### src/rtl/jogo_pkg.sv
// Shared definitions for the ultimate tic-tac-toe datapath: cell codes,
// checker state encoding and the scan-ordered table of the eight 3x3 lines.
package jogo_pkg;

  localparam int NUM_CELULAS = 9;

  localparam logic [1:0] VAZIO   = 2'b00;
  localparam logic [1:0] X       = 2'b01;
  localparam logic [1:0] O       = 2'b10;
  localparam logic [1:0] FECHADO = 2'b11;

  // Board index that selects the macro board-state image instead of a micro board
  localparam logic [3:0] IDX_MACRO = 4'd9;

  typedef enum logic [2:0] {
    OCIOSO  = 3'd0,
    LEITURA = 3'd1,
    AVALIA  = 3'd2,
    FIM     = 3'd3
  } estado_t;

  // Rows, then columns, then diagonals; scan order decides winner priority
  localparam logic [3:0] LINHAS [8][3] = '{
    '{4'd0, 4'd1, 4'd2},
    '{4'd3, 4'd4, 4'd5},
    '{4'd6, 4'd7, 4'd8},
    '{4'd0, 4'd3, 4'd6},
    '{4'd1, 4'd4, 4'd7},
    '{4'd2, 4'd5, 4'd8},
    '{4'd0, 4'd4, 4'd8},
    '{4'd2, 4'd4, 4'd6}
  };

endpackage

### src/rtl/linha_vencida.sv
// Combinational single-line judge: three equal X or O cells win.
// A closed cell (11) never wins even when all three match.
import jogo_pkg::*;

module linha_vencida (
  input  logic [1:0] i_a,
  input  logic [1:0] i_b,
  input  logic [1:0] i_c,
  output logic       o_vence,
  output logic [1:0] o_codigo
);

  assign o_vence  = (i_a == i_b) && (i_b == i_c) && ((i_a == X) || (i_a == O));
  assign o_codigo = o_vence ? i_a : VAZIO;

endmodule

### src/rtl/verificador_tabuleiro.sv
// Sequential 3x3 win/draw checker: streams nine cells out of a synchronous RAM,
// scans one line per cycle and pulses pronto with registered results.
import jogo_pkg::*;

module verificador_tabuleiro (
  input  logic       clock,
  input  logic       reset,
  input  logic       verificar,
  input  logic [3:0] tabuleiro,
  input  logic [1:0] dado_celula,
  output logic [7:0] endereco,
  output logic       ocupado,
  output logic       pronto,
  output logic       tem_vencedor,
  output logic [1:0] vencedor,
  output logic       empate,
  output logic [2:0] db_estado
);

  estado_t                      r_estado, w_estado_prox;
  logic [3:0]                   r_tab, w_tab_prox;
  logic [3:0]                   r_celula, w_celula_prox;
  logic [2:0]                   r_linha;
  logic [NUM_CELULAS-1:0][1:0]  r_celulas;
  logic [7:0]                   w_endereco_prox;
  logic [1:0]                   w_a, w_b, w_c, w_codigo;
  logic                         w_vence, w_sem_vazio;

  assign w_a = r_celulas[LINHAS[r_linha][0]];
  assign w_b = r_celulas[LINHAS[r_linha][1]];
  assign w_c = r_celulas[LINHAS[r_linha][2]];

  linha_vencida u_linha (
    .i_a      (w_a),
    .i_b      (w_b),
    .i_c      (w_c),
    .o_vence  (w_vence),
    .o_codigo (w_codigo)
  );

  always_comb begin
    w_sem_vazio = 1'b1;
    for (int k = 0; k < NUM_CELULAS; k++)
      if (r_celulas[k] == VAZIO) w_sem_vazio = 1'b0;
  end

  always_comb begin
    w_estado_prox = r_estado;
    w_tab_prox    = r_tab;
    w_celula_prox = r_celula;
    case (r_estado)
      OCIOSO: if (verificar) begin
        w_estado_prox = LEITURA;
        w_tab_prox    = tabuleiro;
        w_celula_prox = 4'd0;
      end
      // celula runs to 9 so the read of cell 8 lands before leaving
      LEITURA: if (r_celula == 4'd9) w_estado_prox = AVALIA;
               else                  w_celula_prox = r_celula + 4'd1;
      AVALIA:  if (r_linha == 3'd7)  w_estado_prox = FIM;
      FIM:     w_estado_prox = OCIOSO;
      default: w_estado_prox = OCIOSO;
    endcase
    w_endereco_prox = {w_tab_prox, (w_estado_prox == LEITURA) ? w_celula_prox : 4'd0};
  end

  always_ff @(posedge clock) begin
    if (reset) begin
      r_estado     <= OCIOSO;
      r_tab        <= 4'd0;
      r_celula     <= 4'd0;
      r_linha      <= 3'd0;
      r_celulas    <= '0;
      endereco     <= 8'd0;
      ocupado      <= 1'b0;
      pronto       <= 1'b0;
      tem_vencedor <= 1'b0;
      vencedor     <= VAZIO;
      empate       <= 1'b0;
    end else begin
      r_estado <= w_estado_prox;
      r_tab    <= w_tab_prox;
      r_celula <= w_celula_prox;
      endereco <= w_endereco_prox;
      ocupado  <= (w_estado_prox != OCIOSO);
      pronto   <= (w_estado_prox == FIM);
      case (r_estado)
        OCIOSO: if (verificar) begin
          r_celulas    <= '0;
          r_linha      <= 3'd0;
          tem_vencedor <= 1'b0;
          vencedor     <= VAZIO;
          empate       <= 1'b0;
        end
        LEITURA: if (r_celula != 4'd0) r_celulas[r_celula - 4'd1] <= dado_celula;
        AVALIA: begin
          r_linha <= r_linha + 3'd1;
          // first winning line in scan order sticks
          if (w_vence && !tem_vencedor) begin
            tem_vencedor <= 1'b1;
            vencedor     <= w_codigo;
          end
          if (r_linha == 3'd7)
            empate <= !(tem_vencedor || w_vence) && w_sem_vazio;
        end
        default: ;
      endcase
    end
  end

  assign db_estado = r_estado;

endmodule

### config.mk
export PLATFORM = sky130hd
export DESIGN_NAME = verificador_tabuleiro
export DESIGN_NICKNAME = d
export VERILOG_FILES = /design/src/rtl/jogo_pkg.sv /design/src/rtl/linha_vencida.sv /design/src/rtl/verificador_tabuleiro.sv
export SDC_FILE = /design/constraint.sdc
export NUM_CORES = 1
export LEC_CHECK = 0
export CAP_MARGIN = 25
export CORE_AREA = 3 3 69 71
export CTS_CLUSTER_SIZE = 24
export DETAILED_ROUTE_END_ITERATION = 8
export DIE_AREA = 0 0 72 74
export PLACE_DENSITY = 0.82
export RECOVER_POWER = 50
export SYNTH_ARGS = -nofsm -noshare
export SYNTH_HDL_FRONTEND = slang
export SYNTH_SLANG_ARGS = --single-unit
### constraint.sdc
create_clock -name clock -period 6.5 [get_ports clock]
set_input_delay 1.625 -clock clock [delete_from_list [all_inputs] [get_ports clock]]
set_output_delay 1.625 -clock clock [all_outputs]
set_load 0.01 [all_outputs]
Word level (Yosys, flattened, before mapping)
Memories as Yosys holds them, arrays and structs flattened.
Index checks and enable logic that the tools add are counted.
Storage, ports and cells
  register bits after elaboration: 42
  ROM bits: 96
  input port bits: 9
  output and inout bits: 17
  memories: 1
Memories
  (no name shown): words 8, bits a word 12, read ports 1, clocked after memory_dff 0, wr ports 0, line verificador_tabuleiro.sv:31  | assign w_c = r_celulas[LINHAS[r_linha][2]];
Operators by class
  add/subtract/negate cells: 3
  order comparisons: 6
  equality and inequality tests: 14
  mux-type cells: 43
  bitwise operators: 2
  reduce and logical (&&, ||, !) cells: 29
Operators by type and width (count)
  18-bit two-way mux: 2
  18-bit one-hot mux with 2 select lines: 1
  2-bit binary-select mux with 4-bit select: 3
  12-bit two-way mux: 2
  4-bit by 5-bit less-than comparator with 1-bit output, second input constant: 4
  18-bit bitwise mux: 1
  2-bit logical NOT: 9
  4-bit two-way mux: 4
  2-bit two-way mux: 7
  1-bit two-way mux: 12
  3-bit two-way mux: 4
  3-bit one-hot mux with 3 select lines: 1
  3-bit AND reduction: 3
  2-bit demux with 4-bit select: 1
  2-bit inequality test, second input constant: 4
  4-bit one-hot mux with 2 select lines: 1
  3-bit by 1-bit equality test with 1-bit output, second input constant: 2
  3-bit by 2-bit equality test with 1-bit output, second input constant: 2
  3-bit one-hot mux with 2 select lines: 1
  1-bit logical AND: 5
  4-bit by 1-bit adder with 4-bit output, second input constant: 1
  2-bit equality test: 2
  4-bit equality test, second input constant: 1
  4-bit by 1-bit >= comparator with 1-bit output, second input constant: 1
  18 further kinds: 23

Logic depth before layout (Yosys ltp)
  word-level depth: 14
  gate-level depth with buffers: 12
  depth with buffers taken out: 10

Hierarchy
From an unflattened synthesis, not the netlist that was laid out.
Second synthesis, totals
  cell total of the unflattened synthesis: 285
  area, all modules: 2680.1 sq um
Modules (own cells, without submodules)
  verificador_tabuleiro: times used 1, cells an instance 280, area an instance 2646.3 sq um, seq. area each 840.8 sq um
  linha_vencida: times used 1, cells an instance 5, area an instance 33.8 sq um, seq. area each 0.0 sq um

Worst setup path before layout
No wires, ideal clock.
  path type: input to register
  from: in verificar
  to: reg endereco[0]
  setup time: 0.065 ns
  arrival time: 2.958 ns
  required time: 6.435 ns
  slack: 3.476 ns
  stages: 6
  cell sequence: nor4b_1 > a21oi_1 > a21o_1 > inv_1 > nand2_1 > nor2b_1
On the way
  cells in the longest elaborated chain, start to end: 5
RTL lines
  from (decl): line verificador_tabuleiro.sv:8  | input logic verificar,
  3-bit two-way mux: line verificador_tabuleiro.sv:52  | OCIOSO: if (verificar) begin
  3-bit one-hot mux with 3 select lines: line verificador_tabuleiro.sv:51  | case (r_estado)
  3-bit by 1-bit equality test with 1-bit output: line verificador_tabuleiro.sv:64  | w_endereco_prox = {w_tab_prox, (w_estado_prox == LEITURA) ? w_celula_prox : 4'd0};
  1-bit NOT (no line)
  2-bit OR reduction (no line)
  to (signal assigned): line verificador_tabuleiro.sv:84  | endereco <= w_endereco_prox;
  to (decl): line verificador_tabuleiro.sv:11  | output logic [7:0] endereco,
Parallel ways exist; a longest one is shown, timed or not.
A chain may end at the register's enable or synchronous reset.

==> results.rst <==
.. list-table::
   :header-rows: 1

   * - Metric
     - Value
   * - Number of filler instances in the final layout
     - 345
   * - Leading cell type by number of instances after synthesis
     - sky130_fd_sc_hd__dfxtp_1
   * - Clock latency of the later-clocked register in the worst-skew pair
     - 0.30 ns
   * - Post-synthesis sequential area ratio
     - 33.6%
   * - Top cells by area in the synthesized netlist
     - sky130_fd_sc_hd__dfxtp_1 (34%), sky130_fd_sc_hd__a22oi_1 (6.9%), sky130_fd_sc_hd__ha_1 (6.5%)
   * - Via density per instance
     - 6.14
   * - Worst rel slew slack
     - 4.25%
   * - Routed WL per cell
     - 16.6 µm
   * - Count of H-tree levels built during CTS
     - 2
   * - Share of the cycle needed by the critical path after routing
     - 57.3%
   * - Highest net fanout along the worst path
     - 34
   * - Number of nets with antenna violations after detailed routing
     - 0
   * - Worst endpoint required time
     - 6.71 ns
   * - Detailed Route WL
     - 6110 µm
   * - Avg Synthesized Cell Area
     - 8.41 µm²
   * - Cts hold-fix bufs
     - 0
   * - Setup repair after global routing missed its margin
     - no
   * - Post-detailed-route DRC marker count
     - 0
   * - Effective utilization at floorplan
     - 58.3%
   * - Post-CTS Resized
     - 0
   * - Endpoint class of the critical path
     - flip-flop
   * - Tightest Pin Transition
     - 1.44 ns
   * - Areal power density over the cells
     - 173 mW/mm²
   * - Total number of yosys warnings
     - 0
   * - Residual overflow from global routing
     - 0
   * - Dominant register cell in the synthesized netlist
     - sky130_fd_sc_hd__dfxtp_1
   * - Via count of the first global-routing pass
     - 2078
   * - Total via count in the routed design
     - 2267
   * - Final hold violations
     - 0
   * - HPWL after detailed placement
     - 4540 µm
   * - Number of clock buffers inserted by TritonCTS
     - 5
   * - Antenna Cells
     - 0
   * - Die area
     - 0.00533 mm²
   * - First drt pass iteration count
     - 4
   * - Total count of max-transition violations in the final report
     - 0
   * - Die height
     - 74 µm
   * - Placeable core region
     - 0.00429 mm²
   * - TritonCTS clock tree
     - built
   * - IO Port Bufs
     - 25
   * - Net count of the finished layout
     - 338
   * - Layout Area Growth over Synthesis
     - 14.6%
   * - Routability Congestion
     - 0.920
   * - Leakage
     - 1.14 nW
   * - Classification of the worst setup path
     - in -> reg
   * - Min Tclk post-route
     - 3.73 ns
   * - Synthesized flop and latch total
     - 42
   * - Yosys top cell area share
     - 33.6%
   * - Number of top-level pins
     - 26
   * - Max Clk Rate
     - 268 MHz
   * - Final setup fails
     - 0
   * - Rows
     - 24
   * - X dimension of the die
     - 72 µm
   * - Core occupancy in the finished layout
     - 66.9%
   * - Root Buffer
     - sky130_fd_sc_hd__clkbuf_8
   * - Number of instances in the synthesized netlist
     - 298
   * - Area leader, netlist
     - sky130_fd_sc_hd__dfxtp_1
   * - Number of violations of the max-capacitance limit
     - 0
   * - Count of routing violations after the opening detailed-route iteration
     - 134
   * - Critical Path Source Type
     - input pin
   * - Peak supply drop
     - 145 µV
   * - Post-Syn Area
     - 0.00250 mm²
   * - Buffers inserted by post-CTS timing repair
     - 0
   * - First-pass GRT wire length
     - 9980 µm
   * - Run status
     - finished clean
   * - Net count of the mapped netlist
     - 320
   * - Maximum clock insertion buffer count
     - 2
   * - Multi-input combinational cell area
     - 0.00156 mm²
   * - Layout cells sized above 1
     - 7.57%
   * - Post-synth EDFFs
     - 0
   * - Register cell area after layout
     - 841 µm²
   * - Clock Skews
     - 0.0112 ns
   * - Share of flip-flops with an asynchronous set or reset after synthesis
     - 0%
   * - Maximum number of pins on one net before global-route repair
     - 35
   * - Worst endpoint data arrival time
     - 3.93 ns
   * - Tot GR Track Use
     - 23.7%
   * - Synth cell types
     - 49
   * - Total negative setup slack
     - 0 ns
   * - Clock transition time at the flip-flop clock pins of the worst setup and hold paths
     - 0.09 ns
   * - Post-synth top cells
     - sky130_fd_sc_hd__dfxtp_1 (42), sky130_fd_sc_hd__nor2_1 (35), sky130_fd_sc_hd__a22oi_1 (23)
   * - CTS sink cnt
     - 42
   * - Tightest Hold Check Type
     - reg -> reg
   * - Initial antenna violation count
     - 0
[path summary, 6_finish.rpt]
path,startpoint,end,slack (ns),depth (start not counted)
max,reset,tem_vencedor,2.77,5
min,endereco[7],endereco[7],0.46,2
max reg2reg,r_linha[1],empate,3.25,10
min reg2reg,endereco[7],endereco[7],0.46,2
[state kept, by name, indices dropped and copies added, names as in the netlist]
signal,cells
endereco,8
r_linha,3
r_celulas,18
db_estado,3
empate,1
tem_vencedor,1
vencedor,2
r_celula,4
pronto,1
ocupado,1
[area by class of cell]
cell class | instances | share of cell area [%]
Sequential cell | 42 | 29.3
Inverter | 9 | 1.18
Timing Repair Buffer | 27 | 9.11
Multi-Input combinational cell | 231 | 54.2
Clock buffer | 5 | 2.40
Clock inverter | 3 | 1.53
Tap cell | 52 | 2.27
[critical path, cell delays in order]
cell                            delay, ns
sky130_fd_sc_hd__dlygate4sd3_1       0.52
sky130_fd_sc_hd__clkbuf_1            1.04
sky130_fd_sc_hd__inv_1               0.30
sky130_fd_sc_hd__and3_1              0.27
sky130_fd_sc_hd__a31o_1              0.17
[cells in the final DEF (no fill, tap or decap), types with 2 or more instances in the layout]
cell,count
sky130_fd_sc_hd__clkdlybuf4s50_1,8
sky130_fd_sc_hd__clkbuf_8,5
sky130_fd_sc_hd__a21o_1,2
sky130_fd_sc_hd__a22oi_1,23
sky130_fd_sc_hd__nor2_1,35
sky130_fd_sc_hd__a32oi_1,2
sky130_fd_sc_hd__and3_1,6
sky130_fd_sc_hd__inv_1,8
sky130_fd_sc_hd__o21a_1,2
sky130_fd_sc_hd__nor3_1,6
sky130_fd_sc_hd__nor2b_1,6
sky130_fd_sc_hd__nor3b_1,4
sky130_fd_sc_hd__nor4b_1,2
sky130_fd_sc_hd__o22a_1,2
sky130_fd_sc_hd__mux4_2,3
sky130_fd_sc_hd__nand2_1,20
sky130_fd_sc_hd__a31oi_1,2
sky130_fd_sc_hd__or3_1,2
sky130_fd_sc_hd__nand3_1,9
sky130_fd_sc_hd__dfxtp_1,42
sky130_fd_sc_hd__mux2_2,7
sky130_fd_sc_hd__o22ai_1,7
sky130_fd_sc_hd__and2_1,12
sky130_fd_sc_hd__a21oi_1,14
sky130_fd_sc_hd__o21ai_1,2
sky130_fd_sc_hd__dlygate4sd3_1,17
sky130_fd_sc_hd__ha_1,13
sky130_fd_sc_hd__o21ai_0,20
sky130_fd_sc_hd__o211ai_1,4
sky130_fd_sc_hd__mux2i_1,9
[per-stage QoR]
| step | hold slack [ns] | worst slack (ns) | area (µm²) | power, W | instances |
|---|---|---|---|---|---|
| 5_1_grt | 0.482 | 2.54 | 2870 | 0.000511 | 369 |
| 2_1_floorplan | 0.481 | 3.48 | 2500 | 0.000282 | 298 |
| 3_5_place_dp | 0.448 | 2.89 | 2760 | 0.000296 | 361 |
| 3_3_place_gp | 0.443 | 2.99 | 2760 | 0.000295 | 361 |
| 6_report | 0.458 | 2.77 | 2870 | 0.000497 | 369 |
| 4_1_cts | 0.462 | 3.21 | 2880 | 0.000501 | 369 |
[cell families after synthesis]
family                     share of synthesized area, %
AOI/OAI and AO/OA                                  23.7
adders and majority gates                          6.49
buffers and inverters                              4.25
DFF                                                33.6
muxes                                              10.3
other                                             0.150
and+or+nand+nor                                    21.5
[power by group]
part	internal, W	switching, W	total [W]	leakage [nW]
clock network	0.000115	0.0000934	0.000209	0.0585
registers	0.000259	0.00000192	0.000261	0.339
logic	0.0000116	0.0000160	0.0000276	0.746
[metal layers]
layer | vias up | share of wire, % | GRT usage [%]
li1 | 1128 | - | -
met1 | 1086 | 47 | 32.6
met2 | 45 | 49 | 38.7
met3 | 8 | 3.3 | 4.19
met4 | 0 | 1.2 | 6.47
met5 | - | 0 | 0
Power figures use the tool's default switching activity.
